===== config.mk =====
export PLATFORM = sky130hd
export DESIGN_NAME = binary_decoder_pipe
export DESIGN_NICKNAME = d
export VERILOG_FILES = /design/src/rtl/decoder_pkg.sv /design/src/rtl/decoder_fifo2.sv /design/src/rtl/binary_decoder_pipe.sv
export SDC_FILE = /design/constraint.sdc
export NUM_CORES = 1
export LEC_CHECK = 0
export ABC_AREA = 0
export CORE_MARGIN = 2
export CORE_UTILIZATION = 54
export DETAILED_ROUTE_END_ITERATION = 10
export GPL_ROUTABILITY_DRIVEN = 0
export MAX_ROUTING_LAYER = met4
export PLACE_DENSITY = 0.94
export SLEW_MARGIN = 5
export SYNTH_ARGS = -nofsm -noshare
export SYNTH_HDL_FRONTEND = slang
export SYNTH_SLANG_ARGS = --single-unit

===== constraint.sdc =====
create_clock -name clk -period 4.1 [get_ports clk]
set_input_delay 0.82 -clock clk [delete_from_list [all_inputs] [get_ports clk]]
set_output_delay 0.82 -clock clk [all_outputs]
set_load 0.01 [all_outputs]

===== src/rtl/decoder_pkg.sv =====
// decoder_pkg: shared widths, stored-entry type and the one-hot decode rule
//   DEF_IN_W / DEF_OUT_W : default code and one-hot widths
//   entry_t              : {err, onehot}, sized for the widest supported one-hot word
//   onehot_decode        : code + enable -> entry_t, flagging codes >= out_w as errors
package decoder_pkg;
   localparam int DEF_IN_W  = 4;
   localparam int DEF_OUT_W = 16;
   localparam int MAX_OUT_W = 64;
   typedef struct packed {
      logic                 err;
      logic [MAX_OUT_W-1:0] onehot;
   } entry_t;
   function automatic entry_t onehot_decode(input logic [31:0] code, input logic en, input int out_w);
      entry_t e;
      e.err    = en && (code >= 32'(out_w));
      e.onehot = (en && (code < 32'(out_w))) ? (MAX_OUT_W'(1) << code) : '0;
      return e;
   endfunction
endpackage


===== src/rtl/decoder_fifo2.sv =====
// decoder_fifo2: generic 2-entry valid/ready FIFO with registered in_ready
//   clk, rst_n          : clock, asynchronous active-low reset
//   in_valid/in_ready   : push handshake, in_data pushed when both high
//   out_valid/out_ready : pop handshake, out_data is the head entry
module decoder_fifo2 #(
   parameter int W = 17
) (
   input  logic         clk,
   input  logic         rst_n,
   input  logic         in_valid,
   output logic         in_ready,
   input  logic [W-1:0] in_data,
   output logic         out_valid,
   input  logic         out_ready,
   output logic [W-1:0] out_data
);
   logic [W-1:0] mem_q [2];
   logic [W-1:0] mem_d [2];
   logic         head_q, head_d;
   logic         tail_q, tail_d;
   logic [1:0]   occ_q, occ_d;
   logic         ready_q, ready_d;
   logic         push, pop;

   always_comb begin
      push  = in_valid & ready_q;
      pop   = out_ready & (occ_q != 2'd0);
      mem_d = mem_q;
      if (push) mem_d[tail_q] = in_data;
      head_d  = pop ? ~head_q : head_q;
      tail_d  = push ? ~tail_q : tail_q;
      occ_d   = occ_q + {1'b0, push} - {1'b0, pop};
      // ready is registered from the next occupancy so it never depends on in_valid combinationally
      ready_d = occ_d < 2'd2;
   end

   always_ff @(posedge clk or negedge rst_n) begin
      if (!rst_n) begin
         mem_q   <= '{default: '0};
         head_q  <= 1'b0;
         tail_q  <= 1'b0;
         occ_q   <= 2'd0;
         ready_q <= 1'b1;
      end else begin
         mem_q   <= mem_d;
         head_q  <= head_d;
         tail_q  <= tail_d;
         occ_q   <= occ_d;
         ready_q <= ready_d;
      end
   end

   assign in_ready  = ready_q;
   assign out_valid = occ_q != 2'd0;
   assign out_data  = mem_q[head_q];
endmodule


===== src/rtl/binary_decoder_pipe.sv =====
// binary_decoder_pipe: registered binary-to-one-hot decoder on a valid/ready stream
//   clk, rst_n            : clock, asynchronous active-low reset
//   in_valid/in_ready     : input handshake carrying enable + binary_in
//   out_valid/out_ready   : output handshake carrying decoder_out + out_err
//   xfer_count            : accepted inputs modulo 2**CNT_W
module binary_decoder_pipe
   import decoder_pkg::*;
#(
   parameter int IN_W  = DEF_IN_W,
   parameter int OUT_W = DEF_OUT_W,
   parameter int CNT_W = 8
) (
   input  logic             clk,
   input  logic             rst_n,
   input  logic             in_valid,
   output logic             in_ready,
   input  logic             enable,
   input  logic [IN_W-1:0]  binary_in,
   output logic             out_valid,
   input  logic             out_ready,
   output logic [OUT_W-1:0] decoder_out,
   output logic             out_err,
   output logic [CNT_W-1:0] xfer_count
);
   entry_t           dec;
   logic [OUT_W:0]   push_data, pop_data;
   logic [CNT_W-1:0] xfer_count_d, xfer_count_q;
   logic             unused_hi;

   // decode at accept so the FIFO only ever stores finished results
   always_comb begin
      dec          = onehot_decode(32'(binary_in), enable, OUT_W);
      push_data    = {dec.err, dec.onehot[OUT_W-1:0]};
      xfer_count_d = (in_valid & in_ready) ? xfer_count_q + CNT_W'(1) : xfer_count_q;
   end

   // bits above OUT_W are always zero because codes >= OUT_W decode to an error
   generate
      if (OUT_W < MAX_OUT_W) begin : g_hi
         assign unused_hi = ^dec.onehot[MAX_OUT_W-1:OUT_W];
      end else begin : g_nohi
         assign unused_hi = 1'b0;
      end
   endgenerate

   decoder_fifo2 #(.W(OUT_W + 1)) u_fifo (
      .clk      (clk),
      .rst_n    (rst_n),
      .in_valid (in_valid),
      .in_ready (in_ready),
      .in_data  (push_data),
      .out_valid(out_valid),
      .out_ready(out_ready),
      .out_data (pop_data)
   );

   always_ff @(posedge clk or negedge rst_n) begin
      if (!rst_n) xfer_count_q <= '0;
      else        xfer_count_q <= xfer_count_d;
   end

   assign {out_err, decoder_out} = pop_data;
   assign xfer_count             = xfer_count_q;
endmodule

==> flow_summary.json, run 1 <==
{
  "finalWirelength_um": 3520,
  "finalNonFillerCells": 272,
  "synth_top_area_share": 0.551,
  "postRouteAntennaNets": 0,
  "crit_path_top_delay_cell": "dfrtp_1",
  "irDropWorstVdd_mv": 0.268,
  "vias_per_cell": 5.26,
  "grt_pass1_vias": 1405,
  "cts_tree": "yes",
  "finalInstanceArea_sq_mm": 0.00242,
  "grt_max_degree": 46,
  "ys.flop_type": "dfrtp_1",
  "rsz0062_at_grt": "no",
  "p_leak_nw": 1.08,
  "io_pins": 36,
  "synth_area_leaders": "dfrtp_1 55%, mux2_2 9.6%, nand2_1 9.2%, o21ai_0 8.0%, xnor2_1 3.5%",
  "placed_cell_area_sq_mm": 0.00234,
  "postCtsSetupBuffers": 0,
  "ff_latch_area_sq_mm": 0.00113,
  "maxSlewHeadroom": 0.339,
  "drc": 0,
  "die_w_um": 64.9,
  "layout.nets": 235,
  "clkTransAtPathRegs_ps": 70,
  "core.rowCount": 22,
  "max_freq_mhz": 353,
  "maxCapViolCount": 0,
  "routedWlPerCell_um": 12.9,
  "synth.yosys.seq_area_share": 0.564,
  "cts_hold_buf": 0,
  "hold_ws_ps": 476,
  "synth_edf_count": 0,
  "grt_antenna_before_repair": 0,
  "portBuffers": 34,
  "skew_ps": 4.02,
  "grt_pass1_wl_um": 6130,
  "outcome": "completed",
  "yosys_warnings": 0,
  "cts_sinks": 45,
  "cp-start-kind": "register",
  "yosysTopAreaCell": "dfrtp_1",
  "synth_area_sq_mm": 0.00200,
  "min_period_ps": 2830,
  "reg2reg_from": "u_fifo.occ_q[1]",
  "drv_slew": 0,
  "synth.most_common_cell": "nand2_1",
  "dp_cells": 264,
  "preCtsSetupSlack_ps": 1440,
  "cts_buffers": 5,
  "syn2layout_area_growth_pct": 21.2,
  "drt_pass1_iterations": 4,
  "ys_types": 26,
  "synth_commonest_cells": "49 x nand2_1, 44 x dfrtp_1, 32 x o21ai_0",
  "core_area_sq_mm": 0.00361,
  "groute.usage.overall": 0.199,
  "cts_root_buf": "clkbuf_8",
  "hold_viol": 0,
  "clock_latency_ps": 290,
  "worstPathArrival_ps": 2010,
  "initial_core_util": 0.554,
  "finalCritPeriodShare": 0.691,
  "required_ps": 3280,
  "multiInputGateArea_sq_um": 805,
  "synth_nets": 203,
  "hpwl_um": 2470,
  "h-tree-depth": 2,
  "via_count": 1430,
  "cts-resized-gates": 0,
  "dieArea_sq_mm": 0.00421,
  "syn_avg_cell_area_sq_um": 10.5,
  "hold_path.startpoint": "xfer_count[7]",
  "crit_fanout": 17,
  "fillers": 273,
  "crit_path_end_kind": "output port",
  "path_class": "register to output port",
  "grt_overflow": 0,
  "cp-startpoint": "u_fifo.head_q",
  "crit_family": "flip-flops",
  "path_buf_inv": 1,
  "synth-seq-cells": 45,
  "tns_ps": 0,
  "worst_hold_path_type": "register to register",
  "finalWorstSetupSlack_ps": 1270,
  "setup_violations": 0,
  "synthArstFlopShare": 1.00,
  "clk_path_buf_depth": 2,
  "syn_inst": 191,
  "crit_chain": "mux2_2 > clkdlybuf4s50_1",
  "drt_iter0_drc": 59,
  "slowest_delay_ps": 820,
  "drive_above_1_share": 0.112,
  "die-height_um": 64.9,
  "cellPowerDensity_mw_per_mm2": 546,
  "tightest_slew_ps": 989,
  "n_antenna_cell": 0
}
==> layout make-up <==
cell class / instances / area share
multi-input cells: 133 / 0.332
repair buffers: 34 / 0.138
inverters: 4 / 0.00620
clock buffers: 8 / 0.0331
flip-flops and latches: 45 / 0.465
well taps: 48 / 0.0248
==> metal layers <==
layer	vias up	track usage	wire (um)
li1	708	-	-
met1	684	0.242	1600
met2	31	0.308	1700
met3	7	0.0625	139
met4	0	0.0851	85
met5	-	-	0
==> logic make-up after synthesis <==
kind of cell | Yosys count | synth area share
and+or+nand+nor | 70 | 0.162
DFF | 45 | 0.564
AOI/OAI and AO/OA | 32 | 0.0801
muxes | 17 | 0.0957
buffers and inverters | 13 | 0.0338
xor gates and xnor gates | 10 | 0.0438
adders and majority gates | 3 | 0.0188
other | 1 | 0.00188
==> sequential cells by signal, indices dropped and copies added, names as in the netlist <==
signal           cells
u_fifo.head_q        1
u_fifo.mem_q        32
u_fifo.tail_q        1
u_fifo.in_ready      1
u_fifo.occ_q         2
xfer_count           8
==> stage by stage <==
| step | total power [mW] | util |
|---|---|---|
| 3_3_place_gp | 1.07 | 0.650 |
| 2_1_floorplan | 0.904 | - |
| 3_5_place_dp | 1.08 | 0.650 |
| 6_report | 1.32 | 0.672 |
| 5_1_grt | 1.41 | 0.672 |
| 4_1_cts | 1.34 | 0.672 |
==> report_power, final <==
part / internal, mW / switching [mW]
registers: 0.545 / 0.108
clock network: 0.121 / 0.132
logic: 0.229 / 0.189
total: 0.895 / 0.429
==> path summary, 6_finish.rpt <==
| path | slack [ps] | end | cells past startpoint |
|---|---|---|---|
| hold reg to reg | 480 | xfer_count[7] | 1 |
| max in group asynchronous | 2860 | xfer_count[1] | 1 |
| min in group asynchronous | 660 | u_fifo.occ_q[0] | 1 |
| setup reg to reg | 2250 | u_fifo.occ_q[1] | 8 |
| hold / removal | 480 | xfer_count[7] | 1 |
| setup / recovery | 1270 | decoder_out[5] | 2 |
==> layout by cell type, fill, tap and decap left out, drive strengths merged, types with 2 or more instances in the layout <==
| master | instances |
|---|---|
| xnor2 | 8 |
| clkbuf | 8 |
| inv | 4 |
| nand3 | 5 |
| o21ai | 32 |
| dfrtp | 44 |
| clkdlybuf4s50 | 33 |
| mux2 | 17 |
| nand2 | 49 |
| ha | 3 |
| and3b | 2 |
| nand4 | 4 |
| and2b | 2 |
| and3 | 2 |
| xor2 | 2 |
(Power assumes the default switching activity.)
==> run 2: changes to the inputs <==
--- a/config.mk
+++ b/config.mk
@@ -7,11 +7,11 @@
 export LEC_CHECK = 0
 export ABC_AREA = 0
 export CORE_MARGIN = 2
-export CORE_UTILIZATION = 54
+export CORE_UTILIZATION = 51
 export DETAILED_ROUTE_END_ITERATION = 10
 export GPL_ROUTABILITY_DRIVEN = 0
 export MAX_ROUTING_LAYER = met4
-export PLACE_DENSITY = 0.94
+export PLACE_DENSITY = 0.9
 export SLEW_MARGIN = 5
 export SYNTH_ARGS = -nofsm -noshare
 export SYNTH_HDL_FRONTEND = slang
==> constraint.sdc (replaced) <==
create_clock -name clk -period 2.8 [get_ports clk]
set_input_delay 0.56 -clock clk [delete_from_list [all_inputs] [get_ports clk]]
set_output_delay 0.56 -clock clk [all_outputs]
set_load 0.01 [all_outputs]
==> run 2 against run 1 <==
Hold slack lost 73 ps. Via count grew 1.5%. First-iteration DRC count grew 36%. Critical path depth grew 1. Utilization shrank 0.48 points. Sequential power grew 43%. Final cell count grew 1.1%. Largest cell class unchanged. Highest routed layer unchanged.
==> flow_summary.json, run 2 (synthesis gave the netlist of run 1 again) <==
{
  "outcome": "completed",
  "path_class": "register to output port",
  "maxSlewHeadroom": 0.372,
  "largest-register": "u_fifo.mem_q",
  "postCtsSetupBuffers": 0,
  "p_int_mw": 1.39,
  "n_antenna_cell": 0,
  "finalWirelength_um": 3870,
  "grt_max_degree": 46,
  "cellPowerDensity_mw_per_mm2": 826,
  "preCtsSetupSlack_ps": 614,
  "die-height_um": 66.6,
  "clkTransAtPathRegs_ps": 80,
  "grt_pass1_vias": 1452,
  "grt_antenna_before_repair": 0,
  "drc": 0,
  "portBuffers": 34,
  "drv_slew": 0,
  "irDropWorstVdd_mv": 0.508,
  "drive_above_1_share": 0.137,
  "rsz0062_at_grt": "no",
  "routedWlPerCell_um": 14.1,
  "grt_pass1_wl_um": 6680,
  "required_ps": 2240,
  "maxCapViolCount": 0,
  "via_count": 1452,
  "cts_root_buf": "clkbuf_8",
  "clk_path_buf_depth": 2,
  "crit_fanout": 11,
  "tns_ps": 0,
  "die_w_um": 66.6,
  "cts_hold_buf": 0,
  "clock_latency_ps": 290,
  "p_leak_nw": 1.11,
  "layout.nets": 238,
  "drt_iter0_drc": 80,
  "min_period_ps": 2410,
  "max_freq_mhz": 414,
  "grt_overflow": 0,
  "r2r_cells": 8,
  "io_pins": 36,
  "p_sw_mw": 0.657,
  "reg2reg_from": "u_fifo.occ_q[1]",
  "skew_ps": 4.70,
  "hpwl_um": 2700,
  "vias_per_cell": 5.28,
  "cts-resized-gates": 0,
  "cp-start-kind": "register",
  "h-tree-depth": 2,
  "postRouteAntennaNets": 0,
  "p_sw_frac": 0.321,
  "seq_power_share": 0.457,
  "cts_buffers": 5,
  "cts_tree": "yes",
  "reg2reg_slack_ps": 900,
  "final_cell_mix": "49 x nand2_1, 44 x dfrtp_1, 33 x clkdlybuf4s50_1, 32 x o21ai_0, 17 x mux2_2",
  "worstPathArrival_ps": 1850,
  "groute.usage.overall": 0.213,
  "cts_sinks": 45,
  "core.rowCount": 22,
  "tightest_slew_ps": 942,
  "hold_viol": 0,
  "finalCritPeriodShare": 0.862,
  "p_comb_frac": 0.335,
  "drt_pass1_iterations": 6,
  "setup_violations": 0,
  "fillers": 282,
  "initial_core_util": 0.538,
  "finalWorstSetupSlack_ps": 385,
  "clock_power_share": 0.209,
  "largest_reg_flops": 32,
  "worst_hold_path_type": "input port to asynchronous set/reset pin",
  "core_area_sq_mm": 0.00372,
  "crit_path_end_kind": "output port",
  "syn2layout_area_growth_pct": 24.0,
  "reg2reg_to": "u_fifo.occ_q[1]",
  "dieArea_sq_mm": 0.00444,
  "layout_commonest_cell": "nand2_1"
}
## run 2: changes by cell type in the layout (fill, tap and decap cells not counted), sizes merged
| cell | change |
|---|---|
| clkinv | +1 |
| buf | +3 |
| clkbuf | -1 |
## run 2: worst max-delay path, stage by stage, from the launching register on
cell and delay [ps]:
dfrtp_1 560, buf_12 190, mux2_2 330, clkdlybuf4s50_1 480
## run 2: routing by layer
layer,GRT usage,vias up,part of all wire
met2,0.338,26,0.52
met4,0.102,0,0.020
li1,-,705,-
met5,-,-,0
met1,0.259,713,0.43
met3,0.0490,8,0.031
## run 2: power groups by stage
stage          Combinational [mW]  Clock [mW]  Sequential [mW]
2_1_floorplan               0.407           0            0.916
3_3_place_gp                0.669           0            0.935
6_report                    0.685       0.428            0.935
3_5_place_dp                0.690           0            0.942
4_1_cts                     0.696       0.435            0.934
5_1_grt                     0.759       0.468            0.955
## run 2: area by class of cell
cell class / count / area [sq um] / area share
clock buffer: 7 / 96.3 / 0.0389
clock inverter: 1 / 5.00 / 0.00202
inverter: 4 / 15.0 / 0.00606
multi-input combinational: 133 / 805 / 0.325
sequential: 45 / 1130 / 0.455
tap: 48 / 60.1 / 0.0242
timing repair buffer: 37 / 370 / 0.149
## run 2: per-stage QoR
step	instance area [sq um]	std cells	hold WS (ps)	utilization	power, mW
4_1_cts	2480	275	435	0.667	2.06
3_5_place_dp	2380	267	465	0.640	1.63
6_report	2480	275	403	0.667	2.05
5_1_grt	2480	275	493	0.667	2.18
2_1_floorplan	2000	191	264	-	1.32
3_3_place_gp	2380	267	457	0.640	1.60
## run 2: worst max-delay path by stage
stage,from,end
floorplan,u_fifo.occ_q[1],u_fifo.occ_q[1]
global placement,out_ready,u_fifo.occ_q[1]
detailed placement,out_ready,u_fifo.occ_q[1]
CTS,u_fifo.head_q,decoder_out[10]
global route,u_fifo.head_q,decoder_out[12]
finish,u_fifo.head_q,decoder_out[10]
==> run 3: changes to the inputs <==
--- a/config.mk
+++ b/config.mk
@@ -6,12 +6,12 @@
 export NUM_CORES = 1
 export LEC_CHECK = 0
 export ABC_AREA = 0
-export CORE_MARGIN = 2
-export CORE_UTILIZATION = 51
+export CORE_ASPECT_RATIO = 0.6
+export CORE_UTILIZATION = 44
 export DETAILED_ROUTE_END_ITERATION = 10
 export GPL_ROUTABILITY_DRIVEN = 0
 export MAX_ROUTING_LAYER = met4
-export PLACE_DENSITY = 0.9
+export PLACE_DENSITY = 0.81
 export SLEW_MARGIN = 5
 export SYNTH_ARGS = -nofsm -noshare
 export SYNTH_HDL_FRONTEND = slang
==> run 3 against run 2 <==
Via count is 2.5% lower. Design area is 1.2% higher. Utilization is 7.5 points lower. Highest routed layer unchanged.
==> flow_summary.json, run 3 (synthesis gave the netlist of run 1 again) <==
{
  "skew_ps": 4.50,
  "worst_hold_path_type": "input port to asynchronous set/reset pin",
  "dp_cells": 279,
  "cts_tree": "yes",
  "cp-start-kind": "register",
  "cts_sinks": 45,
  "groute.usage.overall": 0.201,
  "irDropWorstVdd_mv": 0.478,
  "layout.nets": 238,
  "clkTransAtPathRegs_ps": 80,
  "grt_pass1_wl_um": 6650,
  "h-tree-depth": 2,
  "maxSlewHeadroom": 0.343,
  "multiInputGateArea_sq_um": 805,
  "vias_per_cell": 4.93,
  "finish.utilization": 0.592,
  "hold_viol": 0,
  "finalCritPeriodShare": 0.866,
  "initial_core_util": 0.472,
  "core_area_sq_mm": 0.00423,
  "crit_fanout": 11,
  "via_count": 1416,
  "ff_latch_area_sq_mm": 0.00113,
  "largest_reg_flops": 32,
  "syn2layout_area_growth_pct": 25.5,
  "n_antenna_cell": 0,
  "outcome": "completed",
  "grt_pass1_vias": 1409,
  "required_ps": 2240,
  "tns_ps": 0,
  "cts_buffers": 5,
  "layout_commonest_cell": "nand2_1",
  "die_w_um": 89.0,
  "placed_cell_area_sq_mm": 0.00239,
  "path_class": "register to output port",
  "maxCapViolCount": 0,
  "dieArea_sq_mm": 0.00483,
  "finalInstanceArea_sq_mm": 0.00251,
  "drive_above_1_share": 0.132,
  "cts_hold_buf": 0,
  "drt_pass1_iterations": 4,
  "largest-register": "u_fifo.mem_q",
  "max_freq_mhz": 413,
  "drt_iter0_drc": 39,
  "tightest_slew_ps": 985,
  "cellPowerDensity_mw_per_mm2": 844,
  "preCtsSetupSlack_ps": 650,
  "finalWirelength_um": 3870,
  "postRouteAntennaNets": 0,
  "portBuffers": 34,
  "routedWlPerCell_um": 13.5,
  "die-height_um": 54.2,
  "grt_max_degree": 46,
  "p_leak_nw": 1.11,
  "setup_violations": 0,
  "clk_path_buf_depth": 2,
  "grt_antenna_before_repair": 0,
  "io_pins": 36,
  "drv_slew": 0,
  "cts_root_buf": "clkbuf_8",
  "min_period_ps": 2420,
  "cts-resized-gates": 0,
  "crit_path_end_kind": "output port",
  "hpwl_um": 2700,
  "core.rowCount": 18,
  "drc": 0,
  "fillers": 396,
  "finalNonFillerCells": 287,
  "final_cell_mix": "49 x nand2_1, 44 x dfrtp_1, 33 x clkdlybuf4s50_1, 32 x o21ai_0, 17 x mux2_2",
  "worstPathArrival_ps": 1860,
  "grt_overflow": 0,
  "clock_latency_ps": 290,
  "postCtsSetupBuffers": 0,
  "finalWorstSetupSlack_ps": 377,
  "rsz0062_at_grt": "no"
}
## run 3: changes by cell type in the layout (fill, tap and decap cells not counted)
cell,before,now
clkbuf_1,0,1
bufinv_16,0,1
clkbuf_8,7,6
clkinv_2,1,0
## run 3: power breakdown
part	internal, mW	switching, mW
combinational	0.371	0.318
sequential	0.798	0.129
clock	0.291	0.211
## run 3: worst paths after layout
check / endpoint / depth (start not counted) / slack [ps] / from
max: decoder_out[9] / 3 / 380 / u_fifo.head_q
min in group clk: xfer_count[7] / 1 / 470 / xfer_count[7]
max in group asynchronous: u_fifo.mem_q[3] / 1 / 1770 / rst_n
min: u_fifo.occ_q[0] / 1 / 410 / rst_n
min reg2reg: xfer_count[7] / 1 / 470 / xfer_count[7]
max reg2reg: u_fifo.occ_q[1] / 8 / 960 / u_fifo.occ_q[1]
## run 3: per-layer routing
| layer | global-route usage | routed length [um] | vias up |
|---|---|---|---|
| met2 | 0.313 | 1690 | 21 |
| met3 | 0.0498 | 136 | 5 |
| met5 | - | 0 | - |
| met4 | 0.0794 | 51 | 0 |
| met1 | 0.259 | 2000 | 681 |
| li1 | - | - | 709 |
## run 3: final cells by class
cell class,count,share of cell area
sequential,45,0.449
multi-input combinational,133,0.321
timing repair buffer,37,0.148
clock buffer,7,0.0344
tap,60,0.0299
clock inverter,1,0.0120
inverter,4,0.00599
## run 3: worst max-delay path, stage by stage, from the launching register on
cell             delay (ps)
dfrtp_1                 560
buf_12                  190
mux2_2                  340
clkdlybuf4s50_1         480
## run 3: metrics by stage
| step | power [mW] | hold slack (ps) |
|---|---|---|
| final | 2.12 | 413 |
| after CTS | 2.14 | 451 |
| after global placement | 1.61 | 456 |
| after detailed placement | 1.64 | 465 |
| after global routing | 2.26 | 500 |
| after floorplan | 1.32 | 264 |
